`src/rtl/stream2wb_pkg.sv`:
```
// Shared definitions for the byte-stream to Wishbone burst bridge.
// Latency: n/a (types and constants only).
// Backpressure: n/a.
// Contents: command opcodes, status byte codes and the bridge state encoding.
package stream2wb_pkg;

  // Command byte bits [7:6].
  typedef enum logic [1:0] {
    OP_NOP   = 2'b00,
    OP_WRITE = 2'b01,
    OP_READ  = 2'b10,
    OP_AUX   = 2'b11
  } op_e;

  // Status byte closing every WRITE/READ command.
  localparam logic [7:0] STAT_OK        = 8'h00;
  localparam logic [7:0] STAT_TIMEOUT   = 8'h01;
  localparam logic [7:0] STAT_BAD_SLAVE = 8'h02;

  typedef enum logic [3:0] {
    ST_IDLE,
    ST_HDR_ADDR,
    ST_HDR_CNT,
    ST_WR_DATA,
    ST_WB_ACC,
    ST_RD_SEND,
    ST_STATUS,
    ST_DRAIN,
    ST_AUX_DATA
  } state_e;

endpackage

```
`src/rtl/stream2wb_timeout.sv`:
```
// Loadable down-counter used as the Wishbone ack watchdog.
// Latency: load takes effect next cycle; expired_o is combinational on the count.
// Backpressure: none; counts down only while en_i is high and saturates at zero.
// Ports: clk/rst (sync, active-high), load_i + load_val_i load the count,
//        en_i enables decrement, expired_o is high while the count is zero.
module stream2wb_timeout #(
  parameter int W = 10
) (
  input  logic         clk,
  input  logic         rst,
  input  logic         load_i,
  input  logic [W-1:0] load_val_i,
  input  logic         en_i,
  output logic         expired_o
);

  logic [W-1:0] cnt_q, cnt_d;

  always_comb begin
    cnt_d = cnt_q;
    if (load_i) begin
      cnt_d = load_val_i;
    end else if (en_i && (cnt_q != '0)) begin
      cnt_d = cnt_q - 1'b1;
    end
  end

  always_ff @(posedge clk) begin
    if (rst) begin
      cnt_q <= '0;
    end else begin
      cnt_q <= cnt_d;
    end
  end

  assign expired_o = (cnt_q == '0);

endmodule

```
`src/rtl/stream2wb_burst.sv`:
```
// Host byte-stream command bridge to up to 16 Wishbone slaves (burst write/read, AUX CSR).
// Latency: one Wishbone access per word, wb_cyc drops the cycle after ack; bytes move one per cycle.
// Backpressure: rx_ready/tx_valid follow the FSM; tx bytes hold while tx_ready is low; ack watchdog aborts.
// Ports: clk, rst (sync active-high); rx_data/rx_valid/rx_ready host->bridge bytes;
//        tx_data/tx_last/tx_valid/tx_ready bridge->host bytes; wb_addr/wb_wdata/wb_we shared,
//        wb_cyc one-hot per slave, wb_ack/wb_rdata per slave; aux_csr host register; busy = not IDLE.
module stream2wb_burst
  import stream2wb_pkg::*;
#(
  parameter int WB_N      = 1,
  parameter int ADDR_W    = 16,
  parameter int TO_CYCLES = 1024
) (
  input  logic                 clk,
  input  logic                 rst,
  input  logic [7:0]           rx_data,
  input  logic                 rx_valid,
  output logic                 rx_ready,
  output logic [7:0]           tx_data,
  output logic                 tx_last,
  output logic                 tx_valid,
  input  logic                 tx_ready,
  output logic [ADDR_W-1:0]    wb_addr,
  output logic [31:0]          wb_wdata,
  output logic                 wb_we,
  output logic [WB_N-1:0]      wb_cyc,
  input  logic [WB_N-1:0]      wb_ack,
  input  logic [32*WB_N-1:0]   wb_rdata,
  output logic [31:0]          aux_csr,
  output logic                 busy
);

  localparam int         AW_BYTES = ADDR_W / 8;
  localparam logic [1:0] HDR_LAST = 2'(AW_BYTES - 1);
  localparam int         TW       = $clog2(TO_CYCLES);

  state_e              state_q, state_d;
  logic                we_q, we_d;
  logic                inc_q, inc_d;
  logic [3:0]          slv_q, slv_d;
  logic [ADDR_W-1:0]   addr_q, addr_d;
  logic [7:0]          cnt_q, cnt_d;     // words still to go after the current one
  logic [1:0]          byte_q, byte_d;   // byte position within a 32-bit word
  logic [1:0]          hdr_q, hdr_d;     // address byte position
  logic [31:0]         data_q, data_d;   // write word, read word being sent, AUX staging
  logic [10:0]         drain_q, drain_d; // bytes left to discard
  logic [7:0]          status_q, status_d;
  logic [31:0]         aux_q, aux_d;

  logic        rx_fire, tx_fire;
  logic        ack_sel, bad_slv, in_acc;
  logic [31:0] rdata_sel;
  logic        tmr_load, tmr_expired;

  // Watchdog: loaded with TO_CYCLES-1 on entry to WB_ACC so wb_cyc is held for
  // exactly TO_CYCLES cycles; an ack in the last of those still wins.
  stream2wb_timeout #(.W(TW)) u_timeout (
    .clk        (clk),
    .rst        (rst),
    .load_i     (tmr_load),
    .load_val_i (TW'(TO_CYCLES - 1)),
    .en_i       (in_acc),
    .expired_o  (tmr_expired)
  );

  assign in_acc  = (state_q == ST_WB_ACC);
  assign bad_slv = (32'(slv_q) >= 32'(WB_N));

  // Only the addressed slave's ack/rdata are looked at; others are ignored.
  always_comb begin
    ack_sel   = 1'b0;
    rdata_sel = '0;
    wb_cyc    = '0;
    for (int i = 0; i < WB_N; i++) begin
      if (slv_q == 4'(i)) begin
        ack_sel   = wb_ack[i];
        rdata_sel = wb_rdata[32*i +: 32];
        wb_cyc[i] = in_acc;
      end
    end
  end

  assign rx_ready = !rst && ((state_q == ST_IDLE)    || (state_q == ST_HDR_ADDR) ||
                             (state_q == ST_HDR_CNT) || (state_q == ST_WR_DATA)  ||
                             (state_q == ST_DRAIN)   || (state_q == ST_AUX_DATA));
  assign tx_valid = (state_q == ST_RD_SEND) || (state_q == ST_STATUS);
  assign tx_last  = (state_q == ST_STATUS);
  assign tx_data  = (state_q == ST_STATUS) ? status_q : data_q[31:24];
  assign rx_fire  = rx_valid && rx_ready;
  assign tx_fire  = tx_valid && tx_ready;
  assign busy     = (state_q != ST_IDLE);
  assign wb_addr  = addr_q;
  assign wb_wdata = data_q;
  assign wb_we    = in_acc && we_q;
  assign aux_csr  = aux_q;
  assign tmr_load = (state_d == ST_WB_ACC) && (state_q != ST_WB_ACC);

  always_comb begin
    state_d  = state_q;
    we_d     = we_q;
    inc_d    = inc_q;
    slv_d    = slv_q;
    addr_d   = addr_q;
    cnt_d    = cnt_q;
    byte_d   = byte_q;
    hdr_d    = hdr_q;
    data_d   = data_q;
    drain_d  = drain_q;
    status_d = status_q;
    aux_d    = aux_q;
    case (state_q)
      ST_IDLE: begin
        if (rx_fire) begin
          byte_d = '0;
          hdr_d  = '0;
          inc_d  = rx_data[5];
          slv_d  = rx_data[3:0];
          case (op_e'(rx_data[7:6]))
            OP_WRITE: begin we_d = 1'b1; state_d = ST_HDR_ADDR; end
            OP_READ:  begin we_d = 1'b0; state_d = ST_HDR_ADDR; end
            OP_AUX:   state_d = ST_AUX_DATA;
            default:  state_d = ST_IDLE;
          endcase
        end
      end
      ST_HDR_ADDR: begin
        if (rx_fire) begin
          addr_d = ADDR_W'({addr_q, rx_data});
          hdr_d  = hdr_q + 2'd1;
          if (hdr_q == HDR_LAST) state_d = ST_HDR_CNT;
        end
      end
      ST_HDR_CNT: begin
        if (rx_fire) begin
          cnt_d  = rx_data;
          byte_d = '0;
          if (bad_slv) begin
            status_d = STAT_BAD_SLAVE;
            if (we_q) begin
              // Swallow all 4*(C+1) payload bytes to stay in step with the host.
              drain_d = 11'(({3'b000, rx_data} + 11'd1) << 2);
              state_d = ST_DRAIN;
            end else begin
              state_d = ST_STATUS;
            end
          end else begin
            status_d = STAT_OK;
            state_d  = we_q ? ST_WR_DATA : ST_WB_ACC;
          end
        end
      end
      ST_WR_DATA: begin
        if (rx_fire) begin
          data_d = {data_q[23:0], rx_data};
          byte_d = byte_q + 2'd1;
          if (byte_q == 2'd3) state_d = ST_WB_ACC;
        end
      end
      ST_WB_ACC: begin
        if (ack_sel) begin
          if (inc_q) addr_d = addr_q + 1'b1;
          if (we_q) begin
            if (cnt_q == 8'd0) begin
              state_d = ST_STATUS;
            end else begin
              cnt_d   = cnt_q - 8'd1;
              state_d = ST_WR_DATA;
            end
          end else begin
            data_d  = rdata_sel;
            state_d = ST_RD_SEND;
          end
        end else if (tmr_expired) begin
          status_d = STAT_TIMEOUT;
          if (we_q && (cnt_q != 8'd0)) begin
            drain_d = {1'b0, cnt_q, 2'b00};
            state_d = ST_DRAIN;
          end else begin
            state_d = ST_STATUS;
          end
        end
      end
      ST_RD_SEND: begin
        if (tx_fire) begin
          data_d = {data_q[23:0], 8'h00};
          byte_d = byte_q + 2'd1;
          if (byte_q == 2'd3) begin
            if (cnt_q == 8'd0) begin
              state_d = ST_STATUS;
            end else begin
              cnt_d   = cnt_q - 8'd1;
              state_d = ST_WB_ACC;
            end
          end
        end
      end
      ST_STATUS: begin
        if (tx_fire) state_d = ST_IDLE;
      end
      ST_DRAIN: begin
        if (rx_fire) begin
          drain_d = drain_q - 11'd1;
          if (drain_q == 11'd1) state_d = ST_STATUS;
        end
      end
      ST_AUX_DATA: begin
        if (rx_fire) begin
          data_d = {data_q[23:0], rx_data};
          byte_d = byte_q + 2'd1;
          if (byte_q == 2'd3) begin
            aux_d   = {data_q[23:0], rx_data};
            state_d = ST_IDLE;
          end
        end
      end
      default: state_d = ST_IDLE;
    endcase
  end

  always_ff @(posedge clk) begin
    if (rst) begin
      state_q  <= ST_IDLE;
      we_q     <= 1'b0;
      inc_q    <= 1'b0;
      slv_q    <= '0;
      addr_q   <= '0;
      cnt_q    <= '0;
      byte_q   <= '0;
      hdr_q    <= '0;
      data_q   <= '0;
      drain_q  <= '0;
      status_q <= '0;
      aux_q    <= '0;
    end else begin
      state_q  <= state_d;
      we_q     <= we_d;
      inc_q    <= inc_d;
      slv_q    <= slv_d;
      addr_q   <= addr_d;
      cnt_q    <= cnt_d;
      byte_q   <= byte_d;
      hdr_q    <= hdr_d;
      data_q   <= data_d;
      drain_q  <= drain_d;
      status_q <= status_d;
      aux_q    <= aux_d;
    end
  end

endmodule

```
`config.mk`:
```
export PLATFORM = sky130hd
export DESIGN_NAME = stream2wb_burst
export DESIGN_NICKNAME = d
export VERILOG_FILES = /design/src/rtl/stream2wb_pkg.sv /design/src/rtl/stream2wb_timeout.sv /design/src/rtl/stream2wb_burst.sv
export SDC_FILE = /design/constraint.sdc
export NUM_CORES = 1
export LEC_CHECK = 0
export CORE_MARGIN = 5
export CORE_UTILIZATION = 30
export CTS_BUF_LIST = sky130_fd_sc_hd__clkbuf_4
export DETAILED_ROUTE_END_ITERATION = 8
export SYNTH_ARGS = -nofsm -noshare
export SYNTH_HDL_FRONTEND = slang
export SYNTH_SLANG_ARGS = --single-unit
```
`constraint.sdc`:
```
create_clock -name clk -period 2.9 [get_ports clk]
set_clock_uncertainty 0.2 [all_clocks]
set_input_delay 0.58 -clock clk [delete_from_list [all_inputs] [get_ports clk]]
set_output_delay 0.58 -clock clk [all_outputs]
set_load 0.005 [all_outputs]
```
==> implementation parameters <==
Parameter                              Value

Clock tree
  CTS buffer count ... 17
  # H-tree levels ... 4
  Max Root-Sink Buffers ... 2
  Clock Pin Slew Worst Setup and Hold Paths ... between 0.1 and 0.15 ns
  Source-to-sink clock delay at the later pin of the worst-skew pair ... 0.54 ns
  CTS sink count ... 125
  TritonCTS clock tree ... done
  Cell chosen for the clock root ... clkbuf_4

Setup path
  Top Family by Delay on Critical Path ... buffers and inverters
  Setup slack of the worst register-to-register path ... between 0.2 and 0.3 ns
  Nature of the critical path endpoint ... primary output
  Endpoint required time on the critical path ... 2.12 ns
  Library cell contributing the largest single delay on the critical path ... clkdlybuf4s50_1
  Buffers plus inverters on the worst setup path ... 2
  Worst Path Max Fanout ... 10
  List of cells traversed by the critical path ... buf_4 -> nand2b_1 -> a21oi_2 -> clkdlybuf4s50_1
  Arrival time of data at the critical path endpoint ... between 2 and 2.5 ns
  Critical path's largest stage delay ... 0.55 ns
  WS Path Type ... reg2out
  Startpoint kind of the worst setup timing path ... flop

Finish
  Seq. cell area ... between 2000 and 3000 um^2
  Core occupancy in the finished layout ... 41.1%
  Fillers ... 2270
  Growth of design area from synthesis to finish ... 34.7%
  Share of post-route cells with drive strength above 1 ... 12.3%
  Net count of the finished layout ... between 1000 and 1500
  Area occupied by multi-input gates ... 3920 um^2
  Final design instance area without fill ... 8990 um^2
  Non-filler cells in the finished layout ... ~1300

Place
  Port bufs ... 138
  Pre-CTS setup slack ... 0.0000191 ns
  Final weighted congestion of routability-driven global placement ... ~0.87
  HPWL Detailed ... 16100 um
  Placed instance count ... roughly 1200
  Post-detailed-placement cell area ... 8590 um^2

Route
  Remaining number of nets flagged by the antenna check after routing ... 0
  Routed length per placed instance ... approximately 18 um
  Routed via count ... 6880
  Detailed-router iteration count before antenna repair ... 5
  Number of DRC markers in iteration 0 ... just under 600
  Remaining DRCs ... 0
  DR vias/cell ... 5.36
  Drt total wl ... 22500 um

Logic synthesis
  Synthesized area per cell ... 7.87 um^2
  Post-synthesis register bit count ... 125
  Post-synth ARST share ... 0%
  Commonest register cell after synthesis ... dfxtp_1
  Sequential-to-total area share from yosys stat ... 37.5%
  Cells after synthesis ... 848
  Synth warn ... 0
  Netlist area before placement ... 6680 um^2
  Post-synth cell types ... just under 70
  Post-Syn Nets ... around 900
  Number of enable flip-flop cells after synthesis ... 0

Run
  Number of maximum-capacitance violations ... 0

Worst hold path
  Tightest Hold Check Type ... in2reg

GRT
  Overflow left after global routing ... 0
  Global-route wire length before repair ... 35700 um
  Via count of the first global-routing pass ... 6297
  Largest net degree at the start of global routing ... roughly 120
  Initial antenna violation count ... 1
  Overall global routing resource usage ... 17.0%

Timing
  Relative slew slack ... slightly below 30%
  Worst-Margin Slew ... 1.06 ns
  Crit path setup slack, layout ... 0.0974 ns
  Final Hold Viols ... 0
  Min Tclk post-route ... 2.80 ns
  Final period utilization ... 96.6%
  # setup viols final ... 0
  Max Transition Viols Final ... 0
  Final total negative setup slack ... 0 ns
  Highest Clock Rate ... 357 MHz

Die
  Placement Rows ... 54
  Core Area ... 21900 um^2
  Horizontal die dimension ... 159 um
  Boundary pin count ... 139
  Chip Height ... 159 um
  Initial core utilization ... between 30% and 40%
  Die area ... 25300 um^2

Status
  Outcome ... finished, final reports clean

Power and ir drop
  Power density normalized to cell area ... 389 nW/um^2
  Lkg Pwr ... 3.07 nW
  Max VDD drop ... 0.202 mV
==> routing by layer <==
metal | vias up | part of all wire [%] | track usage, %
met2 | 203 | 46 | 27.0
met1 | 3250 | 47 | 23.8
li1 | 3410 | - | -
met3 | 17 | 5.3 | 3.34
met4 | 0 | 1.3 | 4.42
met5 | - | 0 | 0
==> area by class of cell <==
type	count	share of cell area [%]
multi-input combinational	639	43.6
sequential	125	27.9
timing repair buffer	194	20.7
tap	280	3.90
clock inverter	15	1.84
clock buffer	17	1.42
inverter	13	0.543
antenna	1	0.0278
==> stage by stage <==
stage               total power [mW]  hold slack, ns
floorplan                       2.03           0.236
global placement                2.26           0.242
detailed placement              2.26           0.249
CTS                             3.53          0.0983
global route                    3.65          0.0971
finish                          3.50           0.147
==> logic make-up (layout without fill, tap and decap cells) <==
family	after synthesis	count (layout)	share of synthesized area, %
AO/OA/AOI/OAI	276	277	27.5
XOR/XNOR	18	18	2.36
adder cells (fa/ha/maj)	11	11	2.06
buffers and inverters	85	239	5.12
flip-flops	125	125	37.5
multiplexers	3	3	0.506
other	0	1	0
AND/OR/NAND/NOR	330	330	24.9
==> synthesized netlist by cell type, types with 6 or more instances <==
master / number / area, um^2
inv_1: 13 / 48.8
nor2_1: 64 / 240
o22ai_1: 12 / 75.1
or3_1: 7 / 43.8
dfxtp_1: 125 / 2500
nand2_1: 115 / 432
a31oi_1: 33 / 206
a21o_1: 8 / 60.1
a211oi_1: 41 / 308
o21ai_0: 30 / 150
xor2_1: 7 / 61.3
o31ai_1: 13 / 97.6
o21a_1: 6 / 45.0
a22oi_1: 12 / 90.1
xnor2_1: 11 / 96.3
clkbuf_1: 55 / 206
nand2b_1: 8 / 50.1
nor2b_1: 40 / 250
o311ai_0: 8 / 70.1
and2_1: 9 / 56.3
nor3_1: 13 / 65.1
ha_1: 11 / 138
nor4_1: 8 / 50.1
nand3_1: 23 / 115
nand4_1: 6 / 37.5
buf_2: 12 / 60.1
a21oi_1: 77 / 385
==> worst paths after layout <==
kind / depth (start not counted) / startpoint / endpoint
min: 2 / rst / we_q
min reg2reg: 2 / aux_csr[30] / aux_csr[30]
max reg2reg: 7 / u_timeout.cnt_q[0] / drain_q[1]
max: 4 / state_q[1] / tx_valid
==> placed cells by master, fill, tap and decap left out, types with 23 or more instances in the layout <==
master	instances
clkdlybuf4s50_1	126
dfxtp_1	121
nand2_1	115
a21oi_1	75
nor2_1	60
buf_4	50
a211oi_1	41
nor2b_1	40
a31oi_1	33
o21ai_0	30
nand3_1	23
==> where the power goes <==
part	internal [mW]	switching (mW)
sequential	1.74	0.0353
combinational	0.215	0.233
clock	0.525	0.743
total	2.49	1.01
==> sequential cells by signal, summed over array words and instances, names as in the netlist <==
name and cells:
cnt_q 8, byte_q 2, hdr_q 2, state_q 4
we_q 1, status_q 2, slv_q 4, drain_q 11
wb_addr 16, aux_csr 32, inc_q 1, wb_wdata 32
u_timeout.cnt_q 10
==> timing repair <==
item	in CTS	in global routing
cloned	0	1
setup endpoints to repair	14	16
pin swaps	4	5
setup buffers	2	1
hold buffers	0	0
gates resized for setup	29	8
(Power assumes the default switching activity.)
